$ cat src/rtl/mii_tx_framer_pkg.sv
// Shared constants and state encoding for the MII transmit framer.
// MII_TX_PAD_EN adds the PAD state used for minimum-length zero padding.
package mii_tx_pkg;

  typedef enum logic [2:0] {
    IDLE,
    PREAMBLE,
    SFD,
    DATA,
`ifdef MII_TX_PAD_EN
    PAD,
`endif
    FCS,
    ERR,
    IFG
  } state_t;

  localparam int          PREAMBLE_BYTES = 7;
  localparam logic [7:0]  SFD_BYTE       = 8'hD5;
  localparam int          MIN_PAYLOAD    = 60;
  localparam int          IFG_CYCLES     = 24;
  localparam logic [31:0] CRC_POLY       = 32'hEDB88320;
  localparam logic [31:0] CRC_INIT       = 32'hFFFFFFFF;

endpackage

$ cat src/rtl/mii_tx_framer_crc32_d8.sv
// Byte-wide reflected CRC-32 next-state function (combinational only).
module crc32_d8
  import mii_tx_pkg::*;
(
  input  logic [31:0] crc,
  input  logic [7:0]  data,
  output logic [31:0] crc_next
);

  logic [31:0] c;

  always_comb begin
    c = crc ^ {24'd0, data};
    for (int i = 0; i < 8; i++)
      c = c[0] ? ((c >> 1) ^ CRC_POLY) : (c >> 1);
    crc_next = c;
  end

endmodule

$ cat src/rtl/mii_tx_framer.sv
// MII TX framer: preamble, SFD, payload, optional zero pad, FCS and IFG on 4-bit TXD.
// Build with MII_TX_PAD_EN defined to pad short payloads to MIN_PAYLOAD bytes.
module mii_tx_framer
  import mii_tx_pkg::*;
(
  input  logic       clk,
  input  logic       rst,
  input  logic [7:0] s_data,
  input  logic       s_valid,
  input  logic       s_last,
  output logic       s_ready,
  output logic [3:0] txd,
  output logic       tx_en,
  output logic       tx_er,
  output logic       busy,
  output logic       underrun
);

  state_t      state, state_n;
  logic [4:0]  cyc, cyc_n;
  logic [7:0]  byte_q, byte_n;
  logic        last_q, last_n;
  logic [10:0] cnt, cnt_n, cnt_inc;
  logic [31:0] crc, crc_n, crc_upd, fcs;
  logic        ph, ur;
  logic [3:0]  txd_n;
  logic        en_n, er_n, rdy_n;

  crc32_d8 u_crc (.crc(crc), .data(byte_q), .crc_next(crc_upd));

  assign ph      = cyc[0];
  assign ur      = s_ready && !s_valid;
  assign cnt_inc = (cnt == 11'h7FF) ? cnt : cnt + 11'd1;

  always_comb begin
    state_n = state;
    cyc_n   = cyc + 5'd1;
    byte_n  = byte_q;
    last_n  = last_q;
    cnt_n   = cnt;
    crc_n   = crc;
    case (state)
      IDLE: begin
        cyc_n = '0;
        if (s_valid) state_n = PREAMBLE;
      end
      PREAMBLE:
        if (cyc == 5'(2*PREAMBLE_BYTES-1)) begin
          state_n = SFD;
          cyc_n   = '0;
        end
      SFD:
        if (ph) begin
          cyc_n = '0;
          if (ur) state_n = ERR;
          else begin
            state_n = DATA;
            byte_n  = s_data;
            last_n  = s_last;
            cnt_n   = '0;
            crc_n   = CRC_INIT;
          end
        end
      DATA:
        if (ph) begin
          crc_n = crc_upd;
          cnt_n = cnt_inc;
          cyc_n = '0;
          if (last_q) begin
            state_n = FCS;
`ifdef MII_TX_PAD_EN
            if (cnt_inc < 11'(MIN_PAYLOAD)) begin
              state_n = PAD;
              byte_n  = '0;
            end
`endif
          end else if (ur) state_n = ERR;
          else begin
            byte_n = s_data;
            last_n = s_last;
          end
        end
`ifdef MII_TX_PAD_EN
      PAD:
        if (ph) begin
          crc_n = crc_upd;
          cnt_n = cnt_inc;
          cyc_n = '0;
          if (cnt_inc >= 11'(MIN_PAYLOAD)) state_n = FCS;
        end
`endif
      FCS:
        if (cyc == 5'd7) begin
          state_n = IFG;
          cyc_n   = '0;
        end
      ERR: begin
        state_n = IFG;
        cyc_n   = '0;
      end
      IFG:
        // the final gap cycle doubles as IDLE so back-to-back frames keep an exact gap
        if (cyc == 5'(IFG_CYCLES-1)) begin
          state_n = s_valid ? PREAMBLE : IDLE;
          cyc_n   = '0;
        end
      default: begin
        state_n = IDLE;
        cyc_n   = '0;
      end
    endcase
  end

  // outputs are registered, so they are decoded from the state being entered
  always_comb begin
    fcs   = ~crc_n;
    txd_n = '0;
    en_n  = 1'b1;
    er_n  = 1'b0;
    rdy_n = 1'b0;
    case (state_n)
      PREAMBLE: txd_n = 4'h5;
      SFD: begin
        txd_n = cyc_n[0] ? SFD_BYTE[7:4] : SFD_BYTE[3:0];
        rdy_n = cyc_n[0];
      end
      DATA: begin
        txd_n = cyc_n[0] ? byte_n[7:4] : byte_n[3:0];
        rdy_n = cyc_n[0] && !last_n;
      end
`ifdef MII_TX_PAD_EN
      PAD: txd_n = 4'h0;
`endif
      FCS: txd_n = fcs[{cyc_n[2:0], 2'b00} +: 4];
      ERR: er_n = 1'b1;
      default: en_n = 1'b0;
    endcase
  end

  always_ff @(posedge clk or posedge rst) begin
    if (rst) begin
      state    <= IDLE;
      cyc      <= '0;
      byte_q   <= '0;
      last_q   <= 1'b0;
      cnt      <= '0;
      crc      <= CRC_INIT;
      txd      <= '0;
      tx_en    <= 1'b0;
      tx_er    <= 1'b0;
      s_ready  <= 1'b0;
      busy     <= 1'b0;
      underrun <= 1'b0;
    end else begin
      state    <= state_n;
      cyc      <= cyc_n;
      byte_q   <= byte_n;
      last_q   <= last_n;
      cnt      <= cnt_n;
      crc      <= crc_n;
      txd      <= txd_n;
      tx_en    <= en_n;
      tx_er    <= er_n;
      s_ready  <= rdy_n;
      busy     <= (state_n != IDLE);
      underrun <= (state_n == ERR);
    end
  end

endmodule

$ cat config.mk
export PLATFORM = sky130hd
export DESIGN_NAME = mii_tx_framer
export DESIGN_NICKNAME = d
export VERILOG_FILES = /design/src/rtl/mii_tx_framer_pkg.sv /design/src/rtl/mii_tx_framer_crc32_d8.sv /design/src/rtl/mii_tx_framer.sv
export SDC_FILE = /design/constraint.sdc
export NUM_CORES = 1
export LEC_CHECK = 0
export BUFFER_PORTS_ARGS = -buffer_cell sky130_fd_sc_hd__buf_2
export CELL_PAD_IN_SITES_DETAIL_PLACEMENT = 2
export CELL_PAD_IN_SITES_GLOBAL_PLACEMENT = 2
export CORE_MARGIN = 1
export CORE_UTILIZATION = 30
export CTS_BUF_LIST = sky130_fd_sc_hd__clkbuf_8
export CTS_CLUSTER_DIAMETER = 200
export DETAILED_ROUTE_END_ITERATION = 16
export HOLD_SLACK_MARGIN = 0.12
export PLACE_DENSITY = 0.6
export SYNTH_ARGS = -nofsm -noshare
export SYNTH_HDL_FRONTEND = slang
export SYNTH_SLANG_ARGS = --single-unit
export TNS_END_PERCENT = 1
$ cat constraint.sdc
create_clock -name clk -period 3.7 [get_ports clk]
set_input_delay 0.555 -clock clk [delete_from_list [all_inputs] [get_ports clk]]
set_output_delay 0.555 -clock clk [all_outputs]
set_load 0.1 [all_outputs]
==> results of run 1 <==
-- cell families after synthesis --
kind of cell	Yosys count
buffers and inverters	29
muxes	19
adders and majority gates	3
AOI/OAI and AO/OA	85
DFF	57
and+or+nand+nor	80
xor gates and xnor gates	69
-- metrics by stage --
stage,setup WS (ns),hold slack (ns),util,instance area (µm²)
floorplan,1.07,0.489,-,3810
CTS,0.410,0.305,0.353,4310
global route,0.190,0.328,0.353,4310
finish,0.427,0.296,0.353,4310
global placement,0.520,0.503,0.338,4130
detailed placement,0.462,0.516,0.338,4130
-- layout make-up --
class / count / area (µm²) / share of cell area
clock inverters: 5 / 25.0 / 0.00581
clock buffers: 11 / 151 / 0.0352
inverters: 13 / 48.8 / 0.0113
multi-input cells: 256 / 2240 / 0.519
repair buffers: 29 / 168 / 0.0389
flip-flops and latches: 57 / 1470 / 0.341
well taps: 168 / 210 / 0.0488
-- state kept, by name (all words and copies together), names as in the netlist --
register / flops
crc: 32
byte_q: 8
cyc: 5
txd: 4
state: 3
busy: 1
last_q: 1
s_ready: 1
tx_en: 1
tx_er: 1
-- worst max path at each step --
stage                     slack [ns]  cells past startpoint               end
after floorplan                 1.07                      7  txd[2]$_DFF_PP0_
after global placement          0.52                      8  txd[3]$_DFF_PP0_
after detailed placement        0.46                      8  txd[3]$_DFF_PP0_
after CTS                       0.41                      8  txd[3]$_DFF_PP0_
after global routing            0.19                      8  txd[3]$_DFF_PP0_
final                           0.43                      8  txd[3]$_DFF_PP0_
-- cell usage in the layout, fill, tap and decap left out, types with 11 or more instances in the layout --
master / count
a21oi_1: 29
buf_2: 20
clkbuf_8: 11
dfrtp_1: 25
dfstp_2: 32
inv_1: 11
mux2_2: 11
nand2_1: 19
nor2_1: 23
xnor2_1: 28
xor2_1: 14
-- per-layer routing --
layer | up-vias | share of wire | track usage
met2 | 25 | 0.49 | 0.329
met5 | - | 0 | 0
met4 | 0 | 0.013 | 0.0554
met1 | 1423 | 0.48 | 0.257
li1 | 1271 | - | -
met3 | 13 | 0.019 | 0.0386
==> results_dict.tcl, run 1 <==
set metrics [dict create \
    status "finished clean" \
    clock_sinks 57 \
    start_kind "flip-flop" \
    r2r-end "txd[3]$_DFF_PP0_" \
    place.gp.congestion 0.792 \
    grt.total_usage 0.196 \
    synth_top_area_share 0.221 \
    ys_seq_elements 57 \
    die_w_um 115 \
    setup_viol 0 \
    clkLatencyLatePin_ns 0.34 \
    maxSlewViolCount 0 \
    clock_path_buffers 2 \
    synth.most_common_cell "dfstp_2" \
    drc 0 \
    instances_no_fill 539 \
    die_h_um 115 \
    relSlewSlack 0.500 \
    antenna_cells 0 \
    worstHoldPathType "in2async" \
    synth_edf_count 0 \
    drtIter0Drc 113 \
    crit_path_start "cyc[0]$_DFF_PP0_" \
    coreArea_um2 12200 \
    hold_violations 0 \
    nNetsFinal 381 \
    tightest_slew_ns 0.749 \
    synth_ff_type "dfstp_2" \
    crit_fanout 12 \
    yosys-top-cells-count "dfstp_2 (32), a21oi_1 (30), xnor2_1 (28)" \
    grt_pass1_wl_um 18500 \
    cap_viol_max_count 0 \
    r2r_start "cyc[0]$_DFF_PP0_" \
    cp_data_required_time_ns 3.97 \
    ff2ff_path_depth 8 \
    grt_pass1_vias 3097 \
    drive_above_1_share 0.307 \
    synth_fa_ha_area_frac 0.00986 \
    fin_skew_ns 0.00917 \
    cts_hold_buf 0 \
    reg2reg_slack_ns 0.43 \
    antenna_found_initial 0 \
    hpwl_um 8590 \
    ioPinCount 21 \
    worst_setup_path_end_kind "flip-flop" \
    final_antenna_net_count 0 \
    start_util 0.312 \
    grt_max_degree 29 \
    synth_area_um2 3810 \
    vias 2732 \
    fmax_mhz 306 \
    cts_htree_levels 3 \
    yosysSeqAreaShare 0.385 \
    place_inst 523 \
    synthMuxAreaShare 0.0569 \
    crit_type "reg2reg" \
    post-cts-setup-buffers 0 \
    drt_pass1_iterations 4 \
    tritoncts "yes" \
    clkTransAtPathRegs_ns 0.07 \
    synth-compound-area-share 0.156 \
    critPathSlowestCell "dfrtp_1" \
    cts-root-buf "clkbuf_8" \
    post_drt_wl_per_cell_um 21.8 \
    nFillCells 1348 \
    cts_buffers 9 \
    slowest_delay_ns 0.53 \
    rows 40 \
    fin_crit_sh 0.884 \
    ys_async_sr_fraction 1.00 \
    synth_top_family_by_area "XOR/XNOR gates" \
    syn2layout_area_growth_pct 13.1 \
    synth-simple-area-share 0.109 \
    path_buf_inv 1 \
    dieArea_um2 13100 \
    cpLargestDelayFamily "compound AO/OA/AOI/OAI gates" \
    syn_avg_cell_area_um2 11.1 \
    cts_resized 0 \
    finalCriticalPeriod_ns 3.27 \
    synth_xor_area_frac 0.251 \
    rsz0062_at_grt "no" \
    finalSetupTns_ns 0 \
    ys_top_cells_by_area "dfstp_2 (22%), dfrtp_1 (16%), xnor2_1 (6.4%), xnor3_1 (5.9%), a21oi_1 (3.9%)" \
    synthCells 342 \
    cp.arrival_ns 3.55 \
    yosysWarnings 0 \
    synth_top_area_cell "dfstp_2" \
    viasPerCell 5.07 \
    path_common_cell "nand4b_1" \
    crit_chain "ha_1 > nand4b_1 > a32oi_1 > o211a_1 > inv_1 > and3_1 > a2111oi_0 > nand4b_1" \
    io_buffers 20 \
    wirelength_um 11800 \
    ys_types 67 \
    syn-num-nets 357 \
    gr-total-overflow 0 \
]
Power of run 1 is not shown: default switching activity piles up to over one toggle a cycle in this logic, so the estimate is an artifact.
==> run 2, diff against run 1 <==
--- a/config.mk
+++ b/config.mk
@@ -8,6 +8,7 @@
 export BUFFER_PORTS_ARGS = -buffer_cell sky130_fd_sc_hd__buf_2
 export CELL_PAD_IN_SITES_DETAIL_PLACEMENT = 2
 export CELL_PAD_IN_SITES_GLOBAL_PLACEMENT = 2
+export CORE_ASPECT_RATIO = 0.7
 export CORE_MARGIN = 1
 export CORE_UTILIZATION = 30
 export CTS_BUF_LIST = sky130_fd_sc_hd__clkbuf_8
==> results_dict.tcl, run 2 (synthesis gave the netlist of run 1 again) <==
set metrics [dict create \
    hpwl_um 8850 \
    die_w_um 137 \
    clock_path_buffers 2 \
    start_kind "flip-flop" \
    cp.arrival_ns 3.41 \
    status "finished clean" \
    cap_viol_max_count 0 \
    ioPinCount 21 \
    crit_fanout 12 \
    post-cts-setup-buffers 0 \
    seqCellArea_um2 1470 \
    crit_chain "ha_1 > nand4b_1 > a32oi_1 > o211a_1 > inv_1 > and3_1 > a2111oi_0 > nand4b_1" \
    place.gp.congestion 0.805 \
    rows 34 \
    drc 0 \
    nFillCells 1336 \
    cts_hold_buf 0 \
    relSlewSlack 0.512 \
    place_area_um2 4090 \
    dieArea_um2 13100 \
    nNetsFinal 378 \
    drtIter0Drc 111 \
    largest-register "crc" \
    antenna_cells 0 \
    grt_pass1_wl_um 18800 \
    viasPerCell 5.19 \
    coreArea_um2 12400 \
    drt_pass1_iterations 4 \
    clkLatencyLatePin_ns 0.35 \
    cts-root-buf "clkbuf_8" \
    crit_type "reg2reg" \
    critPathSlowestCell "dfrtp_1" \
    antenna_found_initial 0 \
    grt_max_degree 31 \
    grt.total_usage 0.202 \
    tightest_slew_ns 0.731 \
    die_h_um 96.2 \
    maxSlewViolCount 0 \
    cts_buffers 9 \
    finalCriticalPeriod_ns 3.13 \
    final_cell_mix "dfstp_2 (32), a21oi_1 (29), xnor2_1 (28), dfrtp_1 (25), nor2_1 (23)" \
    io_buffers 20 \
    hold_violations 0 \
    grt_pass1_vias 3116 \
    largestRegisters "crc x32, byte_q x8, cyc x5" \
    wirelength_um 11900 \
    setup_viol 0 \
    rsz0062_at_grt "no" \
    largest_reg_flops 32 \
    fin_area_um2 4310 \
    layout.cells.most_common "dfstp_2" \
    path_common_cell "nand4b_1" \
    finalSetupTns_ns 0 \
    gr-total-overflow 0 \
    vias 2749 \
    multiInputGateArea_um2 2230 \
    cts_htree_levels 3 \
    start_util 0.307 \
    cpLargestDelayFamily "compound AO/OA/AOI/OAI gates" \
    fin_crit_sh 0.845 \
    final_antenna_net_count 0 \
    worst_setup_path_end_kind "flip-flop" \
    worstHoldPathType "in2async" \
    cp_data_required_time_ns 3.98 \
    fmax_mhz 320 \
    syn2layout_area_growth_pct 13.3 \
    clkTransAtPathRegs_ns 0.08 \
    drive_above_1_share 0.304 \
    tritoncts "yes" \
    fin_skew_ns 0.0114 \
    post_drt_wl_per_cell_um 22.4 \
    cts_resized 0 \
    clock_sinks 57 \
    path_buf_inv 1 \
    slowest_delay_ns 0.56 \
]
## run 2: cell types whose count changed in the layout (fill, tap and decap cells not counted)
cell,delta
a21oi_2,+1
a21oi_4,-1
buf_4,-3
bufinv_16,+2
clkbuf_8,-1
clkinv_2,-1
clkinvlp_4,+1
inv_1,-1
## run 2: final timing paths
kind / cells past startpoint / end / slack (ns) / from
min reg2reg: 1 / crc[12]$_DFF_PP1_ / 0.53 / crc[12]$_DFF_PP1_
max in group asynchronous: 3 / crc[13]$_DFF_PP1_ / 2.51 / rst
max: 8 / txd[3]$_DFF_PP0_ / 0.57 / cyc[0]$_DFF_PP0_
min: 2 / byte_q[3]$_DFF_PP0_ / 0.27 / rst
max reg2reg: 8 / txd[3]$_DFF_PP0_ / 0.57 / cyc[0]$_DFF_PP0_
min in group clk: 2 / byte_q[7]$_DFF_PP0_ / 0.45 / s_data[7]
## run 2: metal layers
metal,vias to the layer above,wire length (µm),GRT usage
met4,0,110,0.0380
met3,10,247,0.0405
met1,1444,6440,0.294
li1,1265,-,-
met2,30,5090,0.308
met5,-,0,0
## run 2: metrics by stage
step,cells,setup WS (ns),util,hold slack [ns]
2_1_floorplan,342,1.07,-,0.489
6_report,530,0.574,0.348,0.274
4_1_cts,530,0.526,0.348,0.288
5_1_grt,530,0.311,0.348,0.297
3_3_place_gp,514,0.671,0.331,0.507
3_5_place_dp,514,0.554,0.331,0.514
## run 2: cell type report
| cell class | instances | share of cell area |
|---|---|---|
| sequential | 57 | 0.340 |
| timing repair buffer | 26 | 0.0337 |
| multi-input combinational | 256 | 0.517 |
| clock inverter | 6 | 0.0194 |
| inverter | 13 | 0.0113 |
| clock buffer | 10 | 0.0319 |
| tap | 162 | 0.0470 |
Power of run 2 is left out for the same reason.
==> run 3, diff against run 2 <==
--- a/config.mk
+++ b/config.mk
@@ -15,7 +15,7 @@
 export CTS_CLUSTER_DIAMETER = 200
 export DETAILED_ROUTE_END_ITERATION = 16
 export HOLD_SLACK_MARGIN = 0.12
-export PLACE_DENSITY = 0.6
+export PLACE_DENSITY = 0.62
 export SYNTH_ARGS = -nofsm -noshare
 export SYNTH_HDL_FRONTEND = slang
 export SYNTH_SLANG_ARGS = --single-unit
==> constraint.sdc (replaced) <==
create_clock -name clk -period 2.7 [get_ports clk]
set_input_delay 0.405 -clock clk [delete_from_list [all_inputs] [get_ports clk]]
set_output_delay 0.405 -clock clk [all_outputs]
set_load 0.1 [all_outputs]
==> results_dict.tcl, run 3 (synthesis gave the netlist of run 1 again) <==
set metrics [dict create \
    tightest_slew_ns 0.574 \
    clkTransAtPathRegs_ns 0.07 \
    drc 0 \
    hold_violations 0 \
    hold_path_depth 2 \
    fmax_mhz 392 \
    setup_viol 0 \
    final_cell_mix "buf_4 (39), dfstp_2 (32), xnor2_1 (28), a21oi_1 (27)" \
    cp_data_required_time_ns 2.95 \
    cts_htree_levels 3 \
    viasPerCell 5.11 \
    worst_setup_path_end_kind "flip-flop" \
    instances_no_fill 567 \
    grt_pass1_vias 3202 \
    cap_viol_max_count 0 \
    antenna_found_initial 0 \
    dp_slack_ns -0.0902 \
    whs_ns 0.300 \
    largestRegisters "crc x32, byte_q x8, cyc x5" \
    cts-root-buf "clkbuf_8" \
    drtIter0Drc 95 \
    fin_crit_sh 0.946 \
    status "finished clean" \
    place.gp.congestion 0.792 \
    antenna_cells 0 \
    r2r-end "txd[1]$_DFF_PP0_" \
    crit_fanout 5 \
    post_drt_wl_per_cell_um 22.4 \
    worstHoldPathType "in2reg" \
    clkLatencyLatePin_ns 0.35 \
    start_util 0.307 \
    crit_type "reg2reg" \
    final_antenna_net_count 0 \
    seqCellArea_um2 1470 \
    place_inst 539 \
    r2r_start "cyc[1]$_DFF_PP0_" \
    rows 34 \
    nNetsFinal 415 \
    vias 2895 \
    tritoncts "yes" \
    cts_buffers 9 \
    min_to "byte_q[6]$_DFF_PP0_" \
    nFillCells 1313 \
    ioPinCount 21 \
    fin_skew_ns 0.00953 \
    relSlewSlack 0.615 \
    largest_reg_flops 32 \
    largest-register "crc" \
    ff2ff_path_depth 9 \
    fin_util 0.375 \
    grt.total_usage 0.212 \
    worst_slack_ns 0.146 \
    reg2reg_slack_ns 0.15 \
    crit_path_start "cyc[1]$_DFF_PP0_" \
    cp.arrival_ns 2.81 \
    gr-total-overflow 0 \
    start_kind "flip-flop" \
    layout.cells.most_common "buf_4" \
    coreArea_um2 12400 \
    die_w_um 137 \
    clock_path_buffers 2 \
    hpwl_um 9600 \
    maxSlewViolCount 0 \
    finalCriticalPeriod_ns 2.55 \
    grt_pass1_wl_um 19700 \
    io_buffers 20 \
    die_h_um 96.2 \
    clock_sinks 57 \
    drive_above_1_share 0.393 \
    hold_path.startpoint "s_data[6]" \
    wirelength_um 12700 \
    drt_pass1_iterations 4 \
    grt_max_degree 28 \
    dieArea_um2 13100 \
    multiInputGateArea_um2 2270 \
    syn2layout_area_growth_pct 22.0 \
]
[run 3: cell types whose count changed in the layout (fill, tap and decap cells not counted), sizes merged]
cell / delta
buf: +36
bufinv: -1
clkinv: +1
clkinvlp: -1
dlygate4sd3: +1
inv: +1
[run 3: layout make-up]
| cell class | count | area share |
|---|---|---|
| clock inverters | 6 | 0.0110 |
| flip-flops and latches | 57 | 0.316 |
| well taps | 162 | 0.0436 |
| inverters | 13 | 0.0119 |
| clock buffers | 10 | 0.0296 |
| multi-input cells | 256 | 0.490 |
| repair buffers | 63 | 0.0978 |
[run 3: worst max-delay path by stage]
stage | endpoint | slack, ns | depth (start not counted)
5_1_grt | txd[1]$_DFF_PP0_ | -0.008 | 10
6_report | txd[1]$_DFF_PP0_ | 0.15 | 9
2_1_floorplan | txd[2]$_DFF_PP0_ | 0.07 | 7
3_5_place_dp | txd[3]$_DFF_PP0_ | -0.09 | 10
4_1_cts | txd[3]$_DFF_PP0_ | 0.02 | 10
3_3_place_gp | txd[3]$_DFF_PP0_ | 0.05 | 10
[run 3: worst max-delay path, cell delays in order, from the launching register on]
cell and delay, ns:
dfrtp_2 0.42, ha_2 0.23, and3b_2 0.25, o211ai_1 0.18, a221oi_1 0.34, buf_4 0.20
nand4_1 0.22, a211oi_2 0.33, a21oi_1 0.08, o221ai_1 0.21
[run 3: per-layer routing]
layer	vias to the layer above	wire [µm]	global-route usage
met5	-	0	0
li1	1335	-	-
met4	0	103	0.0444
met2	39	5630	0.324
met3	10	337	0.0384
met1	1511	6620	0.309
[run 3: per-stage QoR]
stage / area, µm² / TNS (ns)
floorplan: 3810 / 0
global placement: 4300 / 0
detailed placement: 4300 / -0.134
CTS: 4510 / 0
global route: 4640 / -0.00838
finish: 4640 / 0
[run 3: what timing repair did]
action / in CTS / in global routing
pin swaps: 0 / 5
endpoints found under the setup margin: 3 / 4
setup buffers: 0 / 11
hold buffers: 1 / 0
endpoints found under the hold margin: 9 / 0
resized for setup: 3 / 13
Power of run 3 is left out for the same reason.
